### src/rtl/mux_pkg.sv
// Shared types and default sizing for the arbitrated N-channel multiplexer.
package mux_pkg;

    typedef enum logic {
        MODE_RR  = 1'b0,
        MODE_FIX = 1'b1
    } mux_mode_e;

    localparam int MUX_N  = 8;
    localparam int MUX_CH = 4;

endpackage

### src/rtl/rr_pick_n.sv
// Rotating priority encoder: the first set request at or after ptr (mod ch) wins.
module rr_pick_n #(
    parameter  int ch      = 4,
    localparam int address = $clog2(ch)
) (
    input  logic [ch-1:0]      req,
    input  logic [address-1:0] ptr,
    output logic               found,
    output logic [address-1:0] idx
);

    logic [address-1:0] off;
    logic [address-1:0] cand;

    // Scan from the farthest offset down so the nearest requester is written last.
    always_comb begin
        found = 1'b0;
        idx   = '0;
        off   = '0;
        cand  = '0;
        for (int i = ch - 1; i >= 0; i--) begin
            off  = address'(i);
            cand = ptr + off;
            if (req[cand]) begin
                found = 1'b1;
                idx   = cand;
            end
        end
    end

endmodule

### src/rtl/muxn_arb_n.sv
// N-channel arbitrated multiplexer: round-robin or fixed select feeding a
// one-entry output register with valid/ready on every channel and the output.
module muxn_arb_n
    import mux_pkg::*;
#(
    parameter  int n       = MUX_N,
    parameter  int ch      = MUX_CH,
    localparam int address = $clog2(ch)
) (
    input  logic                clk_i,
    input  logic                rst_i,
    input  logic [n-1:0]        data_i [0:ch-1],
    input  logic [ch-1:0]       valid_i,
    output logic [ch-1:0]       ready_o,
    input  logic                mode_i,
    input  logic [address-1:0]  sel_i,
    output logic [n-1:0]        data_o,
    output logic                valid_o,
    input  logic                ready_i,
    output logic [address-1:0]  grant_o
);

    // Handshake: a word moves on any edge where valid and ready are both high on
    // that link; valid never waits on ready, and ready_o may depend on ready_i
    // but nothing registered (valid_o, data_o) does combinationally.

    mux_mode_e          mode;
    logic [address-1:0] ptr;
    logic               rr_found;
    logic [address-1:0] rr_idx;
    logic               win_found;
    logic [address-1:0] win_idx;
    logic               free;
    logic               accept;

    assign mode = mux_mode_e'(mode_i);
    assign free = !valid_o || ready_i;

    rr_pick_n #(.ch(ch)) u_pick (
        .req   (valid_i),
        .ptr   (ptr),
        .found (rr_found),
        .idx   (rr_idx)
    );

    // Fixed mode never falls back to another channel when sel_i is idle.
    always_comb begin
        win_found = 1'b0;
        win_idx   = '0;
        if (mode == MODE_FIX) begin
            win_found = valid_i[sel_i];
            win_idx   = sel_i;
        end else begin
            win_found = rr_found;
            win_idx   = rr_idx;
        end
    end

    assign accept = win_found && free && !rst_i;

    always_comb begin
        ready_o = '0;
        if (accept) begin
            ready_o[win_idx] = 1'b1;
        end
    end

    always_ff @(posedge clk_i) begin
        if (rst_i) begin
            data_o  <= '0;
            valid_o <= 1'b0;
            grant_o <= '0;
            ptr     <= '0;
        end else begin
            if (accept) begin
                data_o  <= data_i[win_idx];
                grant_o <= win_idx;
                valid_o <= 1'b1;
                if (mode == MODE_RR) begin
                    ptr <= win_idx + address'(1);
                end
            end else if (ready_i) begin
                valid_o <= 1'b0;
            end
        end
    end

endmodule

### config.mk
export PLATFORM = sky130hd
export DESIGN_NAME = muxn_arb_n
export DESIGN_NICKNAME = d
export VERILOG_FILES = /design/src/rtl/mux_pkg.sv /design/src/rtl/rr_pick_n.sv /design/src/rtl/muxn_arb_n.sv
export SDC_FILE = /design/constraint.sdc
export NUM_CORES = 1
export LEC_CHECK = 0
export CORE_ASPECT_RATIO = 0.9
export CORE_MARGIN = 2
export CORE_UTILIZATION = 35
export CTS_CLUSTER_SIZE = 28
export DETAILED_ROUTE_END_ITERATION = 6
export PLACE_DENSITY_LB_ADDON = 0.05
export SLEW_MARGIN = 40
export SYNTH_ARGS = -nofsm -noshare
export SYNTH_HDL_FRONTEND = slang
export SYNTH_SLANG_ARGS = --single-unit
### constraint.sdc
create_clock -name clk_i -period 1.8 [get_ports clk_i]
set_clock_uncertainty 0.15 [all_clocks]
set_input_delay 0.36 -clock clk_i [delete_from_list [all_inputs] [get_ports clk_i]]
set_output_delay 0.36 -clock clk_i [all_outputs]
set_load 0.02 [all_outputs]
==> impl_metrics.env, run 1 <==
export IMPL_overflow=0
export IMPL_p_per_area_mw_per_mm2=542.6
export IMPL_drtIter0Drc=95
export IMPL_synthArstFlopShare_pct=0
export IMPL_drc=0
export IMPL_synth_flop_cell="dfxtp_1"
export IMPL_max_freq_mhz=461.3
export IMPL_cp_start_kind="flip-flop"
export IMPL_netlist_cell_type_count=42
export IMPL_slew_viol_final=0
export IMPL_pwr_share_comb_pct=52.4
export IMPL_dr_pass1_iters=4
export IMPL_vias=1419
export IMPL_p_seq_share_pct=30.4
export IMPL_netlist_instances=133
export IMPL_fp_dieH_um=56.97
export IMPL_violations="setup timing"
export IMPL_cts_num_sinks=13
export IMPL_nFillCells=262
export IMPL_cts_max_path_buffers=2
export IMPL_grt_pass1_vias=1446
export IMPL_worstMarginPinSlew_ns=0.5194
export IMPL_initial_core_util_pct=36.14
export IMPL_worst_slack_ns=-0.3677
export IMPL_period_share_pct=120.4
export IMPL_clk_pin_slew_ns=0.09
export IMPL_synthTopCellsByArea="dfxtp_1 (24%), a221oi_1 (7.2%), a311oi_1 (7.2%), a21oi_1 (6.4%), nand3_1 (6.0%)"
export IMPL_syn_cell_area_sq_mm=0.001091
export IMPL_critPathCaptureType="primary output"
export IMPL_yosysWarningCount=0
export IMPL_detailed_place_hpwl_mm=3.031
export IMPL_power_leakage_uw=0.0008303
export IMPL_syn_nets=175
export IMPL_fin_nets=261
export IMPL_finalCriticalPeriod_ns=2.168
export IMPL_die_width_um=62.85
export IMPL_status="finished with violations"
export IMPL_cts_tree="done"
export IMPL_power_internal_uw=724.4
export IMPL_antenna_cells=0
export IMPL_postCtsHoldBufs=0
export IMPL_post_place_ws_ns=-1.195
export IMPL_cp_arrival_ns=1.66
export IMPL_ant_nets=0
export IMPL_synth_edff_count=0
export IMPL_yosysMostFrequentCell="a21oi_1"
export IMPL_slew_headroom_pct=65.16
export IMPL_port_buffers=56
export IMPL_antenna_found_initial=0
export IMPL_vdd_drop_max_mv=0.4968
export IMPL_switching_share_pct=36.44
export IMPL_finalHoldWorstSlack_ns=0.3289
export IMPL_dieArea_sq_mm=0.003580
export IMPL_fin_setup_tns_ns=-2.561
export IMPL_avgSynthCellArea_sq_um=8.203
export IMPL_drive_above_1_share_pct=39.91
export IMPL_worst_path_max_fanout=7
export IMPL_core_area_sq_mm=0.003019
export IMPL_cts_root_buffer="clkbuf_4"
export IMPL_wl_per_cell_um=16.89
export IMPL_synthDominantCellAreaShare_pct=23.85
export IMPL_rsz0062_at_grt="true"
export IMPL_crit_required_ns=1.29
export IMPL_syn2layout_area_growth_pct=92.55
export IMPL_num_rows=19
export IMPL_htreeDepth=1
export IMPL_grt_first_pass_wirelength_mm=6.844
export IMPL_min_path_type="input pin to flip-flop"
export IMPL_yosys_area_top_type="dfxtp_1"
export IMPL_clkLatencyLatePin_ns=0.28
export IMPL_clkPwrFrac_pct=17.1
export IMPL_final_core_util_pct=69.58
export IMPL_wl_mm=4.391
export IMPL_vias_per_cell=5.458
export IMPL_synthTopCellsByCount="a21oi_1 (14), dfxtp_1 (13), nand3_1 (13), nand2_1 (12)"
export IMPL_synth_seq_area_share_pct=23.85
export IMPL_hold_viol=0
export IMPL_gp_congestion=0.8917
export IMPL_grt_usage_pct=24.24
export IMPL_setup_viol=16
export IMPL_cts_buffers=3
export IMPL_ys_ff_latch=13
export IMPL_crit_type="flip-flop to primary output"
export IMPL_power_switching_uw=415.4
export IMPL_grt_max_degree=18
export IMPL_maxCapViolations=0
export IMPL_pin_count=57
[per-layer routing]
| metal | GRT usage [%] | wire length (um) |
|---|---|---|
| met1 | 31.17 | 1969 |
| met5 | 0 | 0 |
| met3 | 5.917 | 228 |
| met4 | 4.762 | 53 |
| met2 | 41.94 | 2140 |
[power groups by stage]
stage | Sequential (uW) | Clock [uW] | Combinational, uW
floorplan | 392 | 0 | 239
global placement | 351 | 0 | 519
detailed placement | 353 | 0 | 530
CTS | 346 | 198 | 571
global route | 350 | 213 | 637
finish | 347 | 195 | 598
[path summary, 6_finish.rpt]
check,start,end,slack [ns],cells past startpoint
max,ptr[1],ready_o[3],-0.37,8
min,valid_i[1],ptr[0],0.33,4
max reg2reg,ptr[1],ptr[1],-0.08,9
min reg2reg,grant_o[0],grant_o[0],0.34,2
[critical path, cell delays in order (launching register included)]
cell and delay (ns):
dfxtp_4 0.38, buf_4 0.14, nand2_2 0.04, nand3b_1 0.13, a21oi_4 0.22, o21ai_4 0.09
buf_12 0.14, nor2b_4 0.10, buf_6 0.12
[layout make-up]
cell class / instances / area [sq um] / area share (%)
clock buffer: 3 / 22.52 / 1.072
clock inverter: 1 / 5.005 / 0.2382
inverter: 3 / 11.26 / 0.5360
multi-input combinational: 107 / 905.9 / 43.12
sequential: 13 / 265.3 / 12.63
tap: 42 / 52.55 / 2.501
timing repair buffer: 91 / 838.3 / 39.90
[per-stage QoR]
step / instance area [sq um] / power, uW / cells
6_report: 2101 / 1140 / 260
5_1_grt: 2101 / 1200 / 260
4_1_cts: 2039 / 1116 / 259
3_5_place_dp: 1899 / 882.9 / 250
3_3_place_gp: 1899 / 869.9 / 250
2_1_floorplan: 1179 / 630.9 / 133
[flip-flops by register name, indices dropped and copies added, names as in the netlist]
signal	cells
data_o	8
grant_o	2
ptr	2
valid_o	1
[layout by cell type (no fill, tap or decap), types with 2 or more instances in the layout]
cell              n
a21o_1            2
a21oi_1          12
a21oi_4           4
a221oi_1          4
a221oi_2          4
a311oi_1          9
and2_1            3
and2_2            5
buf_12            2
buf_2             4
buf_4            32
buf_6             5
clkbuf_4          3
clkdlybuf4s50_1  43
dfxtp_1          11
dlygate4sd2_1     3
dlymetal6s2s_1    2
inv_1             2
nand2_1          10
nand2_2           2
nand2b_1          5
nand3_1          10
nand3_2           3
nand3b_1          4
nor2_4            2
nor2b_1           2
o21ai_0           2
o21bai_4          2
[cell families (layout without fill, tap and decap cells)]
kind of cell	count (synthesis)	in the layout	synth area share, %
simple gates	54	54	27.29
compound gates	51	51	36.81
flops	13	13	23.85
buf+inv	13	98	8.714
mux	2	2	3.326
[timing repair]
item / CTS / global route
buffers inserted: 7 / 1
gates resized for setup: 60 / 12
cloned: 0 / 0
setup endpoints to repair: 17 / 19
pin swaps: 14 / 3
Power figures use the tool's default switching activity.
==> inputs of run 2 (changes only) <==
- CORE_UTILIZATION: 35 -> 45
- DONT_BUFFER_PORTS: not set -> 1
==> impl_metrics.env, run 2 (synthesis gave the netlist of run 1 again) <==
export IMPL_die_width_um=55.91
export IMPL_crit_path_cell_trace="nand2b_4 -> a21oi_4 -> o21bai_2 -> buf_4 -> o21ai_4 -> and2_4"
export IMPL_cts_max_path_buffers=2
export IMPL_cts_root_buffer="clkbuf_4"
export IMPL_core_area_sq_mm=0.002242
export IMPL_largest_reg_flops=8
export IMPL_nFillCells=188
export IMPL_setup_viol=13
export IMPL_p_seq_share_pct=39.7
export IMPL_dieArea_sq_mm=0.002835
export IMPL_dr_pass1_iters=4
export IMPL_cp_arrival_ns=1.63
export IMPL_crit_type="flip-flop to primary output"
export IMPL_critPathCaptureType="primary output"
export IMPL_fp_dieH_um=50.72
export IMPL_cp_buffers_inverters=1
export IMPL_gp_congestion=0.8622
export IMPL_antenna_cells=0
export IMPL_p_per_area_mw_per_mm2=627.8
export IMPL_mostFrequentLayoutCells="buf_4 (19), a21oi_1 (13), nand2_1 (11), nand3_1 (11), dfxtp_1 (11)"
export IMPL_worstMarginPinSlew_ns=0.4305
export IMPL_grt_usage_pct=22.71
export IMPL_final_core_util_pct=69.70
export IMPL_cts_tree="done"
export IMPL_clkPwrFrac_pct=19.1
export IMPL_cts_buffers=3
export IMPL_max_freq_mhz=466.6
export IMPL_pwr_share_comb_pct=41.2
export IMPL_period_share_pct=119.1
export IMPL_vias=1182
export IMPL_power_leakage_uw=0.0005656
export IMPL_critPathSlowestCell="dfxtp_4"
export IMPL_finalHoldWorstSlack_ns=0.09156
export IMPL_overflow=0
export IMPL_violations="setup timing"
export IMPL_grt_first_pass_wirelength_mm=5.092
export IMPL_reg_largest_list="data_o x8, grant_o x2, ptr x2"
export IMPL_mostFrequentLayoutCell="buf_4"
export IMPL_pin_count=57
export IMPL_clkLatencyLatePin_ns=0.28
export IMPL_rsz0062_at_grt="true"
export IMPL_cts_num_sinks=13
export IMPL_drtIter0Drc=48
export IMPL_vdd_drop_max_mv=0.4409
export IMPL_vias_per_cell=6.459
export IMPL_switching_share_pct=36.96
export IMPL_ant_nets=0
export IMPL_total_power_uw=981.1
export IMPL_cp_start_kind="flip-flop"
export IMPL_worst_path_max_fanout=6
export IMPL_wl_mm=3.358
export IMPL_dpl_instance_area_sq_mm=0.001270
export IMPL_regMostFlops="data_o"
export IMPL_slew_headroom_pct=71.27
export IMPL_crit_family="compound AO/OA/AOI/OAI gates"
export IMPL_fin_area_sq_mm=0.001563
export IMPL_maxCapViolations=0
export IMPL_slew_viol_final=0
export IMPL_detailed_place_hpwl_mm=2.344
export IMPL_grt_max_degree=16
export IMPL_htreeDepth=1
export IMPL_min_path_type="input pin to flip-flop"
export IMPL_status="finished with violations"
export IMPL_fin_nets=199
export IMPL_num_rows=16
export IMPL_antenna_found_initial=0
export IMPL_worst_slack_ns=-0.3433
export IMPL_drive_above_1_share_pct=45.51
export IMPL_syn2layout_area_growth_pct=43.23
export IMPL_grt_pass1_vias=1062
export IMPL_finalCriticalPeriod_ns=2.143
export IMPL_power_switching_uw=362.7
export IMPL_crit_required_ns=1.29
export IMPL_clk_pin_slew_ns=0.09
export IMPL_hold_viol=0
export IMPL_slowest_delay_ns=0.38
export IMPL_drc=0
export IMPL_port_buffers=0
export IMPL_power_internal_uw=618.5
export IMPL_wl_per_cell_um=18.35
export IMPL_initial_core_util_pct=48.66
-- run 2: cell types whose count changed in the layout (fill, tap and decap cells not counted), sizes merged --
cell | before | now
buf | 43 | 27
dlymetal6s2s | 2 | 0
clkinv | 2 | 1
dlygate4sd2 | 3 | 0
dlygate4sd3 | 0 | 1
clkbuf | 3 | 5
clkdlybuf4s50 | 43 | 0
-- run 2: layer usage --
layer  routed length [um]  GRT usage [%]  up-vias
li1                     -              -      558
met1                 1544          32.50      566
met2                 1478          33.93       56
met3                  307          4.897        2
met4                   27          7.143        0
met5                    0              0        -
-- run 2: stage by stage --
stage / worst slack (ns) / cells / setup TNS, ns
2_1_floorplan: -0.1284 / 133 / -0.4712
3_3_place_gp: -0.1195 / 169 / -0.6215
3_5_place_dp: -0.1331 / 169 / -0.9708
4_1_cts: -0.3190 / 181 / -2.308
5_1_grt: -0.4101 / 183 / -4.034
6_report: -0.3433 / 183 / -2.969
-- run 2: layout make-up --
type | instances | area, sq um | share of cell area (%)
flip-flops and latches | 13 | 265.3 | 16.97
repair buffers | 29 | 302.8 | 19.38
multi-input cells | 107 | 923.4 | 59.09
clock buffers | 4 | 26.28 | 1.681
well taps | 27 | 33.78 | 2.162
inverters | 3 | 11.26 | 0.7206
-- run 2: timing repair --
action,CTS,global route
resized for setup,13,19
pin swaps,12,18
cloned,0,1
setup buffers,7,2
setup endpoints to repair,13,14
hold buffers,1,0
hold endpoints to repair,4,0
-- run 2: power groups by stage --
stage / Clock [uW] / Sequential, uW / Combinational, uW
floorplan: 0 / 392 / 239
global placement: 0 / 395 / 294
detailed placement: 0 / 397 / 300
CTS: 190 / 389 / 346
global route: 206 / 395 / 433
finish: 188 / 389 / 404
-- run 2: worst paths after layout --
check | start | end | slack [ns] | depth (start not counted)
worst max-delay path | ptr[1] | ready_o[2] | -0.34 | 6
worst min-delay path | data_i[9] | data_o[1] | 0.09 | 2
worst max register to register | ptr[1] | data_o[4] | -0.25 | 10
worst min register to register | valid_o | valid_o | 0.35 | 2
